==> src/rtl/weight_fifo_arr_loader.sv <==
// Weight-load responder: pops weight rows from the show-ahead FIFO,
// zero-pads the unused rows, shifts them into the array and commits them.
module weight_fifo_arr_loader #(
  parameter int width_height = 16,
  parameter int CNT_W        = $clog2(width_height) + 1
) (
  input  logic             clk,
  input  logic             reset,
  input  logic             weight_fifo_arr_en,
  input  logic [CNT_W-1:0] num_row_weight_mat,
  input  logic             fifo_empty,
  output logic             fifo_pop,
  output logic             weight_shift,
  output logic             zero_fill,
  output logic             weight_load,
  output logic             busy,
  output logic             weight_fifo_arr_done
);

  localparam logic [CNT_W-1:0] WH = CNT_W'(width_height);

  typedef enum logic [2:0] {
    IDLE,
    ZERO,
    REAL,
    LOAD,
    DONE,
    REARM
  } state_t;

  state_t           state, state_nx;
  logic [CNT_W-1:0] cnt, cnt_nx;
  logic [CNT_W-1:0] nrows, nrows_nx;

  always_ff @(posedge clk or posedge reset) begin
    if (reset) begin
      state <= IDLE;
      cnt   <= '0;
      nrows <= '0;
    end else begin
      state <= state_nx;
      cnt   <= cnt_nx;
      nrows <= nrows_nx;
    end
  end

  // cnt tracks total shifts, so zero and real phases share one counter
  always_comb begin
    state_nx             = state;
    cnt_nx               = cnt;
    nrows_nx             = nrows;
    fifo_pop             = 1'b0;
    weight_shift         = 1'b0;
    zero_fill            = 1'b0;
    weight_load          = 1'b0;
    busy                 = 1'b1;
    weight_fifo_arr_done = 1'b0;
    unique case (state)
      IDLE: begin
        busy = 1'b0;
        if (weight_fifo_arr_en) begin
          nrows_nx = (num_row_weight_mat > WH) ? WH : num_row_weight_mat;
          cnt_nx   = '0;
          state_nx = (nrows_nx == WH) ? REAL : ZERO;
        end
      end
      ZERO: begin
        weight_shift = 1'b1;
        zero_fill    = 1'b1;
        cnt_nx       = cnt + 1'b1;
        if (cnt == WH - nrows - 1'b1)
          state_nx = (nrows == '0) ? LOAD : REAL;
      end
      REAL: begin
        fifo_pop     = !fifo_empty;
        weight_shift = !fifo_empty;
        if (!fifo_empty) begin
          cnt_nx = cnt + 1'b1;
          if (cnt_nx == WH)
            state_nx = LOAD;
        end
      end
      LOAD: begin
        weight_load = 1'b1;
        state_nx    = DONE;
      end
      DONE: begin
        weight_fifo_arr_done = 1'b1;
        state_nx             = REARM;
      end
      REARM: begin
        if (!weight_fifo_arr_en)
          state_nx = IDLE;
      end
      default: begin
        busy     = 1'b0;
        state_nx = IDLE;
      end
    endcase
  end

endmodule

==> config.mk <==
export PLATFORM = sky130hd
export DESIGN_NAME = weight_fifo_arr_loader
export DESIGN_NICKNAME = d
export VERILOG_FILES = /design/src/rtl/weight_fifo_arr_loader.sv
export SDC_FILE = /design/constraint.sdc
export NUM_CORES = 1
export LEC_CHECK = 0
export ABC_AREA = 1
export CORE_MARGIN = 2
export CORE_UTILIZATION = 25
export CTS_CLUSTER_DIAMETER = 100
export DETAILED_ROUTE_END_ITERATION = 7
export PLACE_DENSITY_LB_ADDON = 0.2
export SLEW_MARGIN = 20
export SYNTH_ARGS = -nofsm -noshare
export SYNTH_HDL_FRONTEND = slang
export SYNTH_SLANG_ARGS = --single-unit
==> constraint.sdc <==
create_clock -name clk -period 1.5 [get_ports clk]
set_input_delay 0.3 -clock clk [delete_from_list [all_inputs] [get_ports clk]]
set_output_delay 0.3 -clock clk [all_outputs]
set_load 0.03 [all_outputs]
# Word level (Yosys, flattened, before mapping)
# Index checks and enable logic that the tools add are counted.
# totals
register_bits	13
inputBits	9
out_inout_bits	6
elab_cells	46
# classes
n_addsub	3
n_lt_le_gt_ge	1
n_eq_ne	13
n_mux	18
reduce_logical	8
# ops
cell	count
$pmux W3 S6	1
$mux W3	5
$mux W5	3
$pmux W5 S3	1
$eq A5 B5 Y1 const B	2
$ne A2 B2 Y1 const B	5
$eq A3 B2 Y1 const B	2
$eq A3 B3 Y1 const B	2
$mux W1	6
$add A5 B1 Y5 const B	1
$eq A5 B5 Y1	1
$gt A5 B5 Y1 const B	1
$logic_not A5 Y1	1
$reduce_and A5 Y1	1
$reduce_or A5 Y1	1
$sub A5 B1 Y5 const B	1
$sub A5 B5 Y5 const A	1
$eq A3 B1 Y1 const B	1
$logic_not A3 Y1	1
$reduce_and A3 Y1	1
$reduce_bool A3 Y1	1
$mux W2	1
$pmux W1 S2	1
$reduce_and A2 Y1	1
$logic_not A1 Y1	1

# Longest topological paths before layout
# logic_depth
depth_word	6
depth_mapped	9
mapped_depth_nobuf	9

# Worst setup path before layout
# Ideal clock, no wire load.
# synth_path
path_kind	register to output
startpoint	register state[1]
endpoint	output port weight_shift
arrival_ps	1402
required_time_ps	1200
setup_slack_ps	-202
stages_incl_launch_ff	6
n_path_buf	0
cell_sequence	dfrtp_1 inv_1 nand2_1 nor2_1 nor2_1 inv_2
# synth_via
elab_chain_len	2
elab_cells_between_ends	3
classes_between	eq/ne (2); mux (1)
# synth_rtl
element	line	source
start: declaration	31	state_t state, state_nx;
start signal: assignment	41	state <= state_nx;
$eq A3 B2 Y1 / $eq A3 B1 Y1 (equally long branches)	58	unique case (state)
$pmux W1 S2 *	58	
end: declaration	13	output logic weight_shift,
# Every way passes the cells marked *; elsewhere a longest branch is shown, timed or not.

# Worst setup path in the final report
# Ends and elaborated chain as after synthesis.

==> out/qor.yml <==
yosysSeqAreaShare: 0.399
total_power_mw: 2.47
h-tree-depth: 1
portBuffers: 14
setup_ws_ns: -0.0426
setup_viol: 6
clk_latency_ns: 0.27
vias: 849
antenna_found_initial: 0
drc: 0
nets: 162
core_mm2: 0.00308
drt_iter0_markers: 21
worst_clock_skew_ns: 0.00400
vias_per_cell: 4.35
die_h_um: 61.1
fp.dieArea_mm2: 0.00374
routedWlPerCell_um: 10.3
avgSynthCellArea_um2: 7.03
peakVddDrop_mv: 1.16
clock-sinks: 13
synth_seq_cells: 13
clockBufferDepth: 2
finalWeightedCongestion: 0.814
track_usage: 0.119
p_per_area_mw_per_mm2: 1980
hold_buffers: 0
grt_pass1_vias: 789
min-delay-path-class: "in -> async"
worstSetupPathType: "reg -> out"
worstMarginPinSlew_ns: 0.261
cts.clk_slew.worst_paths_ns: 0.09
grt_pass1_wl_um: 3330
dp_hpwl_um: 1500
arrival_ns: 1.24
stdcell_area_mm2: 0.00125
dieWidth_um: 61.1
cts_tree: "yes"
routed_wl_um: 2010
crit_required_ns: 1.20
violations: "negative setup slack"
synth_top_area_cell: "dfrtp_1"
layout_common_cells: "35 x nand2_1, 15 x inv_1, 15 x buf_4, 9 x dfrtp_1"
post_dp_cell_area_mm2: 0.00105
synth_area_leaders: "dfrtp_1 40%, nand2_1 17%, inv_1 8.3%"
antenna_left: 0
synth_area_um2: 816
drive_gt1_frac: 0.364
fin_crit_sh: 1.03
root_buffer: "clkbuf_4"
start_kind: "register"
synth_top_cell_area_share: 0.399
outcome: "finished, violations left"
mostFrequentLayoutCell: "nand2_1"
layout-area-overhead-vs-synth_pct: 52.8
hold_viol_final: 0
synthCells: 116
synth_fp_nets: 126
crit_path_end_kind: "output pin"
yosysWarnings: 0
cts_buffers: 3
synth_cell_types: 21
cellLeakagePower_nw: 0.617
cap_viol_max_count: 0
rsz0062_at_grt: "yes"
overflow: 0
diodes: 0
r2r_cells: 9
start_util: 0.265
slew_violations: 0
maxSlewHeadroom: 0.825
grt_max_degree: 14
max_freq_ghz: 0.648
dr.pass1.iters: 4
fin_crit_ns: 1.54
crit_path_max_fanout: 3
num_rows: 20
io_pins: 15
worst_hold_slack_ns: 0.308
## through the flow
step | utilization | instances | setup WS (ns) | setup TNS, ns
global route | 0.405 | 195 | -0.110 | -0.510
finish | 0.405 | 195 | -0.0426 | -0.124
global placement | 0.342 | 181 | -0.0343 | -0.0343
detailed placement | 0.342 | 181 | -0.0416 | -0.0416
CTS | 0.383 | 191 | -0.0670 | -0.293
floorplan | - | 116 | 0.00253 | 0
## per-layer routing
| layer | global-route usage | vias up | share of wire |
|---|---|---|---|
| met5 | 0 | - | 0 |
| met4 | 0.0652 | 0 | 0.026 |
| met3 | 0.0189 | 6 | 0.031 |
| met2 | 0.188 | 18 | 0.46 |
| met1 | 0.155 | 386 | 0.48 |
| li1 | - | 439 | - |
## final timing paths
kind                          start      endpoint  slack [ns]
max                        state[1]  weight_shift       -0.04
min                           reset      state[0]        0.31
max reg2reg                  cnt[0]      state[0]        0.09
min reg2reg                state[0]      state[0]        0.57
max in group asynchronous     reset        cnt[0]        1.01
min in group clk           state[0]      state[0]        0.57
## sequential cells by signal, indices dropped and copies added (netlist names)
| name | count |
|---|---|
| state | 3 |
| cnt | 5 |
| nrows | 5 |
## cell usage after synthesis
master    n
nand4_1   6
a22oi_2   1
ha_1      1
o21ai_1   1
nor2_1    7
nand3_1   5
dfrtp_1  13
inv_2     3
nor3_2    1
o22ai_1   1
or3_1     1
nand2_4   1
nor2_4    2
nand3_2   1
nor3_1    1
a21oi_1   4
nor2_2    2
inv_1    18
o21ai_0   8
nand2_1  38
nand2_2   1
## logic make-up after synthesis
kind of cell,after synthesis,synth area share
adder cells (fa/ha/maj),1,0.0153
AO/OA/AOI/OAI,15,0.103
buffers and inverters,21,0.0966
AND/OR/NAND/NOR,66,0.387
flip-flops,13,0.399
## area by class of cell
| class | count | area, um2 |
|---|---|---|
| inverters | 21 | 81.3 |
| repair buffers | 31 | 283 |
| well taps | 44 | 55.1 |
| multi-input cells | 82 | 470 |
| clock buffers | 4 | 26.3 |
| flip-flops and latches | 13 | 330 |
| fillers | 309 | 1830 |
## where the power goes
part	internal, mW	total [mW]	switching (mW)
Combinational	0.718	1.60	0.884
Sequential	0.497	0.644	0.148
Clock	0.103	0.225	0.122
## worst max-delay path, cell delays in order, from the launching register on
cell and delay [ns]:
dfrtp_2 0.46, inv_2 0.08, nand2_2 0.08, nor2_4 0.11, nor2_2 0.06, inv_2 0.06, buf_6 0.12
## repair_timing
item,in CTS,in global routing
endpoints found under the setup margin,5,12
gates resized for setup,18,12
buffers inserted,6,4
cloned,0,0
endpoints found under the hold margin,0,0
pin swaps,4,5
No activity file was read; power rests on OpenSTA's default activity.
